--- src/rtl/axi4_lite_reg_ctrl.sv ---
`default_nettype none
// ============================================================================
// Module      : axi4_lite_reg_ctrl
// Description : AXI4-Lite slave front end for a register bank. It captures the
//               write address and write data beats independently and holds the
//               read address. A one-bit round-robin pointer chooses between a
//               write and a read when both are ready in the same cycle. Each
//               accepted access issues one single-cycle strobe to the bank.
// Revision    : 1.0 - initial release
// ============================================================================
module axi4_lite_reg_ctrl #(
    parameter int DATA_WIDTH     = 32,
    parameter int NUM_REG        = 16,
    parameter int AXI_ADDR_WIDTH = 8
) (
    input  logic                       CLK,
    input  logic                       RST,
    input  logic [AXI_ADDR_WIDTH-1:0]  AWADDR,
    input  logic                       AWVALID,
    output logic                       AWREADY,
    input  logic [DATA_WIDTH-1:0]      WDATA,
    input  logic [DATA_WIDTH/8-1:0]    WSTRB,
    input  logic                       WVALID,
    output logic                       WREADY,
    output logic [1:0]                 BRESP,
    output logic                       BVALID,
    input  logic                       BREADY,
    input  logic [AXI_ADDR_WIDTH-1:0]  ARADDR,
    input  logic                       ARVALID,
    output logic                       ARREADY,
    output logic [DATA_WIDTH-1:0]      RDATA,
    output logic [1:0]                 RRESP,
    output logic                       RVALID,
    input  logic                       RREADY,
    output logic [$clog2(NUM_REG)-1:0] REG_ADDR,
    output logic [DATA_WIDTH-1:0]      REG_D,
    output logic                       REG_W_EN,
    output logic                       REG_R_EN,
    input  logic [DATA_WIDTH-1:0]      REG_Q
);

    localparam int c_OFFS  = $clog2(DATA_WIDTH / 8);
    localparam int c_IDX_W = $clog2(NUM_REG);
    localparam logic [AXI_ADDR_WIDTH-1:0] c_NUM_REG_A = AXI_ADDR_WIDTH'(NUM_REG);
    localparam logic [1:0] c_OKAY   = 2'b00;
    localparam logic [1:0] c_SLVERR = 2'b10;

    localparam logic [2:0] c_IDLE    = 3'd0;
    localparam logic [2:0] c_WR_ACC  = 3'd1;
    localparam logic [2:0] c_WR_RESP = 3'd2;
    localparam logic [2:0] c_RD_ACC  = 3'd3;
    localparam logic [2:0] c_RD_RESP = 3'd4;

    logic [2:0]                state_q, state_d;
    logic                      rr_q;
    logic                      aw_held_q, w_held_q, ar_held_q;
    logic [AXI_ADDR_WIDTH-1:0] aw_addr_q, ar_addr_q;
    logic [DATA_WIDTH-1:0]     w_data_q;
    logic [DATA_WIDTH/8-1:0]   w_strb_q;
    logic [1:0]                bresp_q, rresp_q;
    logic [DATA_WIDTH-1:0]     rdata_q;
    logic [c_IDX_W-1:0]        reg_addr_q;
    logic [DATA_WIDTH-1:0]     reg_d_q;
    logic                      reg_w_en_q, reg_w_en_d;
    logic                      reg_r_en_q, reg_r_en_d;

    logic [AXI_ADDR_WIDTH-1:0] w_aw_idx, w_ar_idx;
    logic                      w_aw_legal, w_ar_legal, w_wr_ok;
    logic                      w_grant_wr, w_grant_rd;

    // Address decode: word index plus legality (in range and word aligned)
    assign w_aw_idx   = aw_addr_q >> c_OFFS;
    assign w_ar_idx   = ar_addr_q >> c_OFFS;
    assign w_aw_legal = (w_aw_idx < c_NUM_REG_A) && (aw_addr_q[c_OFFS-1:0] == '0);
    assign w_ar_legal = (w_ar_idx < c_NUM_REG_A) && (ar_addr_q[c_OFFS-1:0] == '0);
    assign w_wr_ok    = w_aw_legal && (&w_strb_q);

    // Arbitration: rr_q=0 favours the write, rr_q=1 favours the read
    assign w_grant_wr = aw_held_q && w_held_q && (!ar_held_q || !rr_q);
    assign w_grant_rd = ar_held_q && (!(aw_held_q && w_held_q) || rr_q);

    assign BRESP    = bresp_q;
    assign RRESP    = rresp_q;
    assign RDATA    = rdata_q;
    assign REG_ADDR = reg_addr_q;
    assign REG_D    = reg_d_q;
    assign REG_W_EN = reg_w_en_q;
    assign REG_R_EN = reg_r_en_q;

    // State register and round-robin pointer (toggles on every grant)
    always_ff @(posedge CLK or posedge RST) begin
        if (RST) begin
            state_q <= c_IDLE;
            rr_q    <= 1'b0;
        end else begin
            state_q <= state_d;
            if ((state_q == c_IDLE) && (w_grant_wr || w_grant_rd)) begin
                rr_q <= ~rr_q;
            end
        end
    end

    // Next-state logic
    always_comb begin
        state_d = state_q;
        case (state_q)
            c_IDLE: begin
                if (w_grant_wr) begin
                    state_d = c_WR_ACC;
                end else if (w_grant_rd) begin
                    state_d = c_RD_ACC;
                end
            end
            c_WR_ACC:  state_d = c_WR_RESP;
            c_WR_RESP: if (BREADY) state_d = c_IDLE;
            c_RD_ACC:  state_d = c_RD_RESP;
            c_RD_RESP: if (RREADY) state_d = c_IDLE;
            default:   state_d = c_IDLE;
        endcase
    end

    // Output decode: channel handshakes and bank strobe requests
    always_comb begin
        AWREADY    = (state_q == c_IDLE) && !aw_held_q;
        WREADY     = (state_q == c_IDLE) && !w_held_q;
        ARREADY    = (state_q == c_IDLE) && !ar_held_q;
        BVALID     = (state_q == c_WR_RESP);
        RVALID     = (state_q == c_RD_RESP);
        reg_w_en_d = (state_q == c_IDLE) && w_grant_wr && w_wr_ok;
        reg_r_en_d = (state_q == c_IDLE) && w_grant_rd && w_ar_legal;
    end

    // Channel holding registers: one beat each, released by the response
    always_ff @(posedge CLK or posedge RST) begin
        if (RST) begin
            aw_held_q <= 1'b0;
            w_held_q  <= 1'b0;
            ar_held_q <= 1'b0;
            aw_addr_q <= '0;
            ar_addr_q <= '0;
            w_data_q  <= '0;
            w_strb_q  <= '0;
        end else begin
            if (AWVALID && AWREADY) begin
                aw_held_q <= 1'b1;
                aw_addr_q <= AWADDR;
            end
            if (WVALID && WREADY) begin
                w_held_q <= 1'b1;
                w_data_q <= WDATA;
                w_strb_q <= WSTRB;
            end
            if (ARVALID && ARREADY) begin
                ar_held_q <= 1'b1;
                ar_addr_q <= ARADDR;
            end
            if ((state_q == c_WR_RESP) && BREADY) begin
                aw_held_q <= 1'b0;
                w_held_q  <= 1'b0;
            end
            if ((state_q == c_RD_RESP) && RREADY) begin
                ar_held_q <= 1'b0;
            end
        end
    end

    // Bank interface: strobes last one cycle, address/data hold between accesses
    always_ff @(posedge CLK or posedge RST) begin
        if (RST) begin
            reg_w_en_q <= 1'b0;
            reg_r_en_q <= 1'b0;
            reg_addr_q <= '0;
            reg_d_q    <= '0;
        end else begin
            reg_w_en_q <= reg_w_en_d;
            reg_r_en_q <= reg_r_en_d;
            if (reg_w_en_d) begin
                reg_addr_q <= w_aw_idx[c_IDX_W-1:0];
                reg_d_q    <= w_data_q;
            end else if (reg_r_en_d) begin
                reg_addr_q <= w_ar_idx[c_IDX_W-1:0];
            end
        end
    end

    // Response registers: fixed before VALID rises, untouched while VALID is high
    always_ff @(posedge CLK or posedge RST) begin
        if (RST) begin
            bresp_q <= c_OKAY;
            rresp_q <= c_OKAY;
            rdata_q <= '0;
        end else begin
            if ((state_q == c_IDLE) && w_grant_wr) begin
                bresp_q <= w_wr_ok ? c_OKAY : c_SLVERR;
            end
            if (state_q == c_RD_ACC) begin
                rdata_q <= w_ar_legal ? REG_Q : '0;
                rresp_q <= w_ar_legal ? c_OKAY : c_SLVERR;
            end
        end
    end

endmodule
`default_nettype wire

--- config.mk ---
export PLATFORM = sky130hd
export DESIGN_NAME = axi4_lite_reg_ctrl
export DESIGN_NICKNAME = d
export VERILOG_FILES = /design/src/rtl/axi4_lite_reg_ctrl.sv
export SDC_FILE = /design/constraint.sdc
export NUM_CORES = 1
export LEC_CHECK = 0
export CORE_UTILIZATION = 45
export DETAILED_ROUTE_END_ITERATION = 10
export PLACE_DENSITY = 0.79
export SLEW_MARGIN = 20
export SYNTH_ARGS = -nofsm -noshare
export SYNTH_HDL_FRONTEND = slang
export SYNTH_SLANG_ARGS = --single-unit
export TNS_END_PERCENT = 5
--- constraint.sdc ---
create_clock -name CLK -period 4.8 [get_ports CLK]
set_clock_uncertainty 0.15 [all_clocks]
set_input_delay 0.72 -clock CLK [delete_from_list [all_inputs] [get_ports CLK]]
set_output_delay 0.72 -clock CLK [all_outputs]
set_load 0.02 [all_outputs]
# After elaboration in Yosys (flattened, before gate mapping)
# Index checks and enable logic that the tools add are counted.
# word_totals
output_inout_bits	79
wordCells	78
input_bits	91
ff_bits	133
# classes
mux	16
n_lt_le_gt_ge	2
reduce_logical	36
eq_ne	7
bitwise	1
# ops
op	count
$mux 32	1
$logic_and 1x1->1	19
$pmux 3 s5	1
$lt 6x5->1 const B	2
$mux 3	4
$mux 4	2
$reduce_bool 2->1	4
$eq 3x2->1 const B	2
$mux 1	6
$logic_not 1->1	5
$logic_not 2->1	2
$mux 2	2
$ne 2x1->1 const B	2
$reduce_and 4->1	1
$eq 3x1->1 const B	1
$eq 3x3->1 const B	1
$logic_not 3->1	1
$logic_or 1x1->1	3
$ne 3x3->1 const B	1
$reduce_and 3->1	1
$not 1->1	1

# Longest topological paths before layout
# depth
word_depth	8
depth_mapped	7
ltp_nobuf	5

# Least setup slack after synthesis
# OpenSTA, ideal clock, no wires.
# synth_path
kind	reg2reg
startpoint	register state_q[1]
endpoint	register reg_addr_q[0], in the netlist REG_ADDR[0]
path_buffers	3
synth_period_minus_slack_ps	2316
required_time_ps	4525
setup_ps	125
arrival_ps	2041
slack_ps	2484
path_stages_with_launch	8
path_cell_list	dfrtp_1 -> buf_6 -> or3_1 -> buf_2 -> nor4_4 -> buf_6 -> mux2_1 -> mux2_2
# synth_via
elab_chain_cells	4
elab_cells_between_ends	7
classes_between	1 x mux; 6 x reduce/logical
# synth_lines
item	line_no	rtl
start, declared	54	logic [2:0] state_q, state_d;
start signal, assigned	93	state_q <= c_IDLE;
start signal, assigned	96	state_q <= state_d;
$logic_not 3->1 *	129, 130	
$logic_and 1x1->1, on equally long branches (2 in a row)	129, 130	
$mux 4 / $reduce_bool 2->1 (equally long branches)	-	
end signal, assigned	178	reg_addr_q <= w_aw_idx[c_IDX_W-1:0];
end signal, assigned	181	reg_addr_q <= w_ar_idx[c_IDX_W-1:0];
end, declared	62	logic [c_IDX_W-1:0] reg_addr_q;
# Every way passes the cells marked *; elsewhere a longest branch is shown, timed or not.
# A chain may end at the register's enable or synchronous reset.

# Worst setup path after layout
# layout_path
startpoint	register state_q[1]
endpoint	output port ARREADY
# layout_via
elab_chain_cells	2
# layout_lines
item	line_no	rtl
$logic_not 3->1	126	ARREADY = (state_q == c_IDLE) && !ar_held_q;
$logic_and 1x1->1	126	
end, declared	30	output logic ARREADY,
# Every way passes these cells.

==> flow_metrics.env <==
export IMPL_cts_hold_fix_buffers=0
export IMPL_grt_pass1_wl_um=17000
export IMPL_start_kind="register"
export IMPL_vias_per_cell=5.12
export IMPL_hold_viol_final=0
export IMPL_avgSynthCellArea_sq_um=15.5
export IMPL_clock_root_buffer="clkbuf_8"
export IMPL_slew_headroom_pct=35.0
export IMPL_fillers=818
export IMPL_cpMaxStageDelayCell="clkdlybuf4s50_1"
export IMPL_cp_end_kind="output port"
export IMPL_worstMarginPinSlew_ps=971
export IMPL_num_io_pins=170
export IMPL_die_y_um=107
export IMPL_final_cell_mix="167 x clkdlybuf4s50_1, 131 x dfrtp_1, 62 x mux2_2"
export IMPL_fp_row_count=38
export IMPL_drtIter0Drc=102
export IMPL_first_pass_iters=6
export IMPL_n_antenna_cell=0
export IMPL_worstSetupPathType="reg -> out"
export IMPL_worstSkewPairLatency_ps=500
export IMPL_final_cells=647
export IMPL_synth_cell_types=30
export IMPL_dpl_cell_area_sq_um=6760
export IMPL_p_sw_share_pct=29.0
export IMPL_drive_gt1_share_pct=19.7
export IMPL_grt_total_usage_pct=19.5
export IMPL_final_seq_area_sq_um=3280
export IMPL_cts_tree="yes"
export IMPL_ant_nets=0
export IMPL_wl_um=10600
export IMPL_gp_congestion=0.795
export IMPL_p_per_area_nw_per_um2=528
export IMPL_dp_hpwl_um=7340
export IMPL_grt_pass1_vias=3535
export IMPL_cp_required_ps=3930
export IMPL_dp_cells=617
export IMPL_cts_resized=0
export IMPL_fp_dieW_um=107
export IMPL_seq_area_frac_synth_pct=65.6
export IMPL_fin_area_sq_um=7290
export IMPL_vias=3312
export IMPL_post_cts_buffers=0
export IMPL_antenna_found_initial=0
export IMPL_rsz0062_at_grt="false"
export IMPL_drv_cap=0
export IMPL_cts_buffers=17
export IMPL_seqPwrFrac_pct=42.6
export IMPL_worstPathMaxFanout=8
export IMPL_max_stage_delay_ps=670
export IMPL_yosys_warnings=0
export IMPL_initial_core_util_pct=46.1
export IMPL_p_sw_mw=1.12
export IMPL_clkPwrFrac_pct=29.4
export IMPL_max_vdd_ir_drop_mv=0.279
export IMPL_multiInputGateArea_sq_um=1590
export IMPL_ctsHtreeMaxLevel=4
export IMPL_cts_sinks=131
export IMPL_core_sq_um=10800
export IMPL_cts_buffer_depth=2
export IMPL_grt_overflow_total=0
export IMPL_min_period_ps=3280
export IMPL_comb_power_share_pct=28.1
export IMPL_layout_commonest_cell="clkdlybuf4s50_1"
export IMPL_synthCells=323
export IMPL_synth_area_sq_um=4990
export IMPL_setup_violations=0
export IMPL_drc=0
export IMPL_intPower_mw=2.73
export IMPL_wl_per_cell_um=16.4
export IMPL_fmax_ghz=0.305
export IMPL_hp_class="reg -> reg"
export IMPL_status="completed"
export IMPL_ys_ff_latch=131
export IMPL_cp_arrival_ps=2410
export IMPL_fin_crit_sh_pct=68.3
export IMPL_port_buffers=167
export IMPL_syn_to_final_growth_pct=46.0
export IMPL_drv_slew=0
export IMPL_die_area_sq_um=11500
export IMPL_tns_ps=0
export IMPL_cp_cell_sequence="or3_1 > nor2_1 > clkdlybuf4s50_1"
export IMPL_grt_max_degree=57
export IMPL_path_clk_slew_ps=60
export IMPL_nNetsFinal=587
export IMPL_leakage_nw=3.29
synthesized netlist by cell type:
| cell | number | area, sq um |
|---|---|---|
| mux2_1 | 31 | 349 |
| nor2_1 | 8 | 30.0 |
| nor2b_1 | 1 | 6.26 |
| a21oi_1 | 8 | 40.0 |
| nand3_1 | 1 | 5.00 |
| nor2_2 | 1 | 6.26 |
| mux2_2 | 62 | 698 |
| o21ai_0 | 1 | 5.00 |
| nor4_1 | 1 | 6.26 |
| nand2_2 | 1 | 6.26 |
| xor2_1 | 1 | 8.76 |
| a21o_1 | 1 | 7.51 |
| nand4_1 | 1 | 6.26 |
| buf_2 | 4 | 20.0 |
| dfrtp_1 | 131 | 3280 |
| nor3_1 | 2 | 10.0 |
| conb_1 | 1 | 3.75 |
| buf_6 | 5 | 56.3 |
| or3_1 | 2 | 12.5 |
| a22o_1 | 32 | 280 |
| nor3b_1 | 2 | 15.0 |
| a21oi_2 | 1 | 8.76 |
| nand3b_1 | 1 | 7.51 |
| nand2_1 | 5 | 18.8 |
| a22oi_1 | 2 | 15.0 |
| nor4_4 | 1 | 21.3 |
| clkbuf_1 | 7 | 26.3 |
| buf_4 | 2 | 15.0 |
| inv_1 | 6 | 22.5 |
| or4_1 | 1 | 7.51 |
area by class of cell:
| class | instances | area share [%] |
|---|---|---|
| inverter | 6 | 0.343 |
| sequential | 131 | 45.0 |
| clock buffer | 20 | 5.97 |
| clock inverter | 10 | 1.20 |
| tap | 140 | 2.40 |
| multi-input combinational | 169 | 21.8 |
| timing repair buffer | 171 | 23.3 |
power by group through the flow:
stage               clock network, mW  logic [mW]  registers, mW
CTS                              1.16        1.09           1.64
global placement                    0        1.05           1.63
floorplan                           0       0.607           1.70
finish                           1.13        1.08           1.64
global route                     1.21        1.16           1.68
detailed placement                  0        1.09           1.65
metal layers:
metal	GRT usage [%]	routed length, um
met4	7.05	157
met5	0	0
met2	30.3	4820
met3	7.87	998
met1	24.6	4660
metrics by stage:
step	setup WS [ps]	power, mW	hold WS (ps)	util [%]
2_1_floorplan	432	2.30	309	-
3_3_place_gp	2080	2.68	313	62.4
3_5_place_dp	2060	2.73	324	62.4
4_1_cts	1500	3.88	337	67.2
5_1_grt	1400	4.05	353	67.2
6_report	1520	3.85	332	67.2
logic make-up (layout without fill, tap and decap cells):
family	count (synthesis)	count (layout)	share of synthesized area (%)
multiplexers	93	93	21.0
flip-flops	131	131	65.6
buffers and inverters	24	207	2.81
other	1	2	0.0751
AO/OA/AOI/OAI	45	45	7.14
XOR/XNOR	1	1	0.175
AND/OR/NAND/NOR	28	28	3.18
state kept, by name (all words and copies together), names as in the netlist, 3 cells and up:
name	count
state_q	3
ar_addr_q	8
REG_D	32
aw_addr_q	8
RDATA	32
w_data_q	32
REG_ADDR	4
w_strb_q	4
final timing paths:
| path | startpoint | to | slack [ps] | cells past startpoint |
|---|---|---|---|---|
| worst max register to register | state_q[1]$_DFFE_PP0P_ | REG_ADDR[3]$_DFFE_PP0P_ | 2060 | 5 |
| worst max-delay path | state_q[1]$_DFFE_PP0P_ | ARREADY | 1520 | 3 |
| max in group asynchronous | RST | ar_addr_q[4]$_DFFE_PP0P_ | 2960 | 3 |
| worst min-delay path | REG_D[13]$_DFFE_PP0P_ | REG_D[13]$_DFFE_PP0P_ | 330 | 1 |
| worst min register to register | REG_D[13]$_DFFE_PP0P_ | REG_D[13]$_DFFE_PP0P_ | 330 | 1 |
| min in group asynchronous | RST | REG_D[14]$_DFFE_PP0P_ | 520 | 2 |
worst max-delay path, delay by kind of cell (launching register included):
family        cells  cell delay, ps
buf+inv           1             670
simple gates      2             800
flops             1             450
No activity file was read; power rests on OpenSTA's default activity.
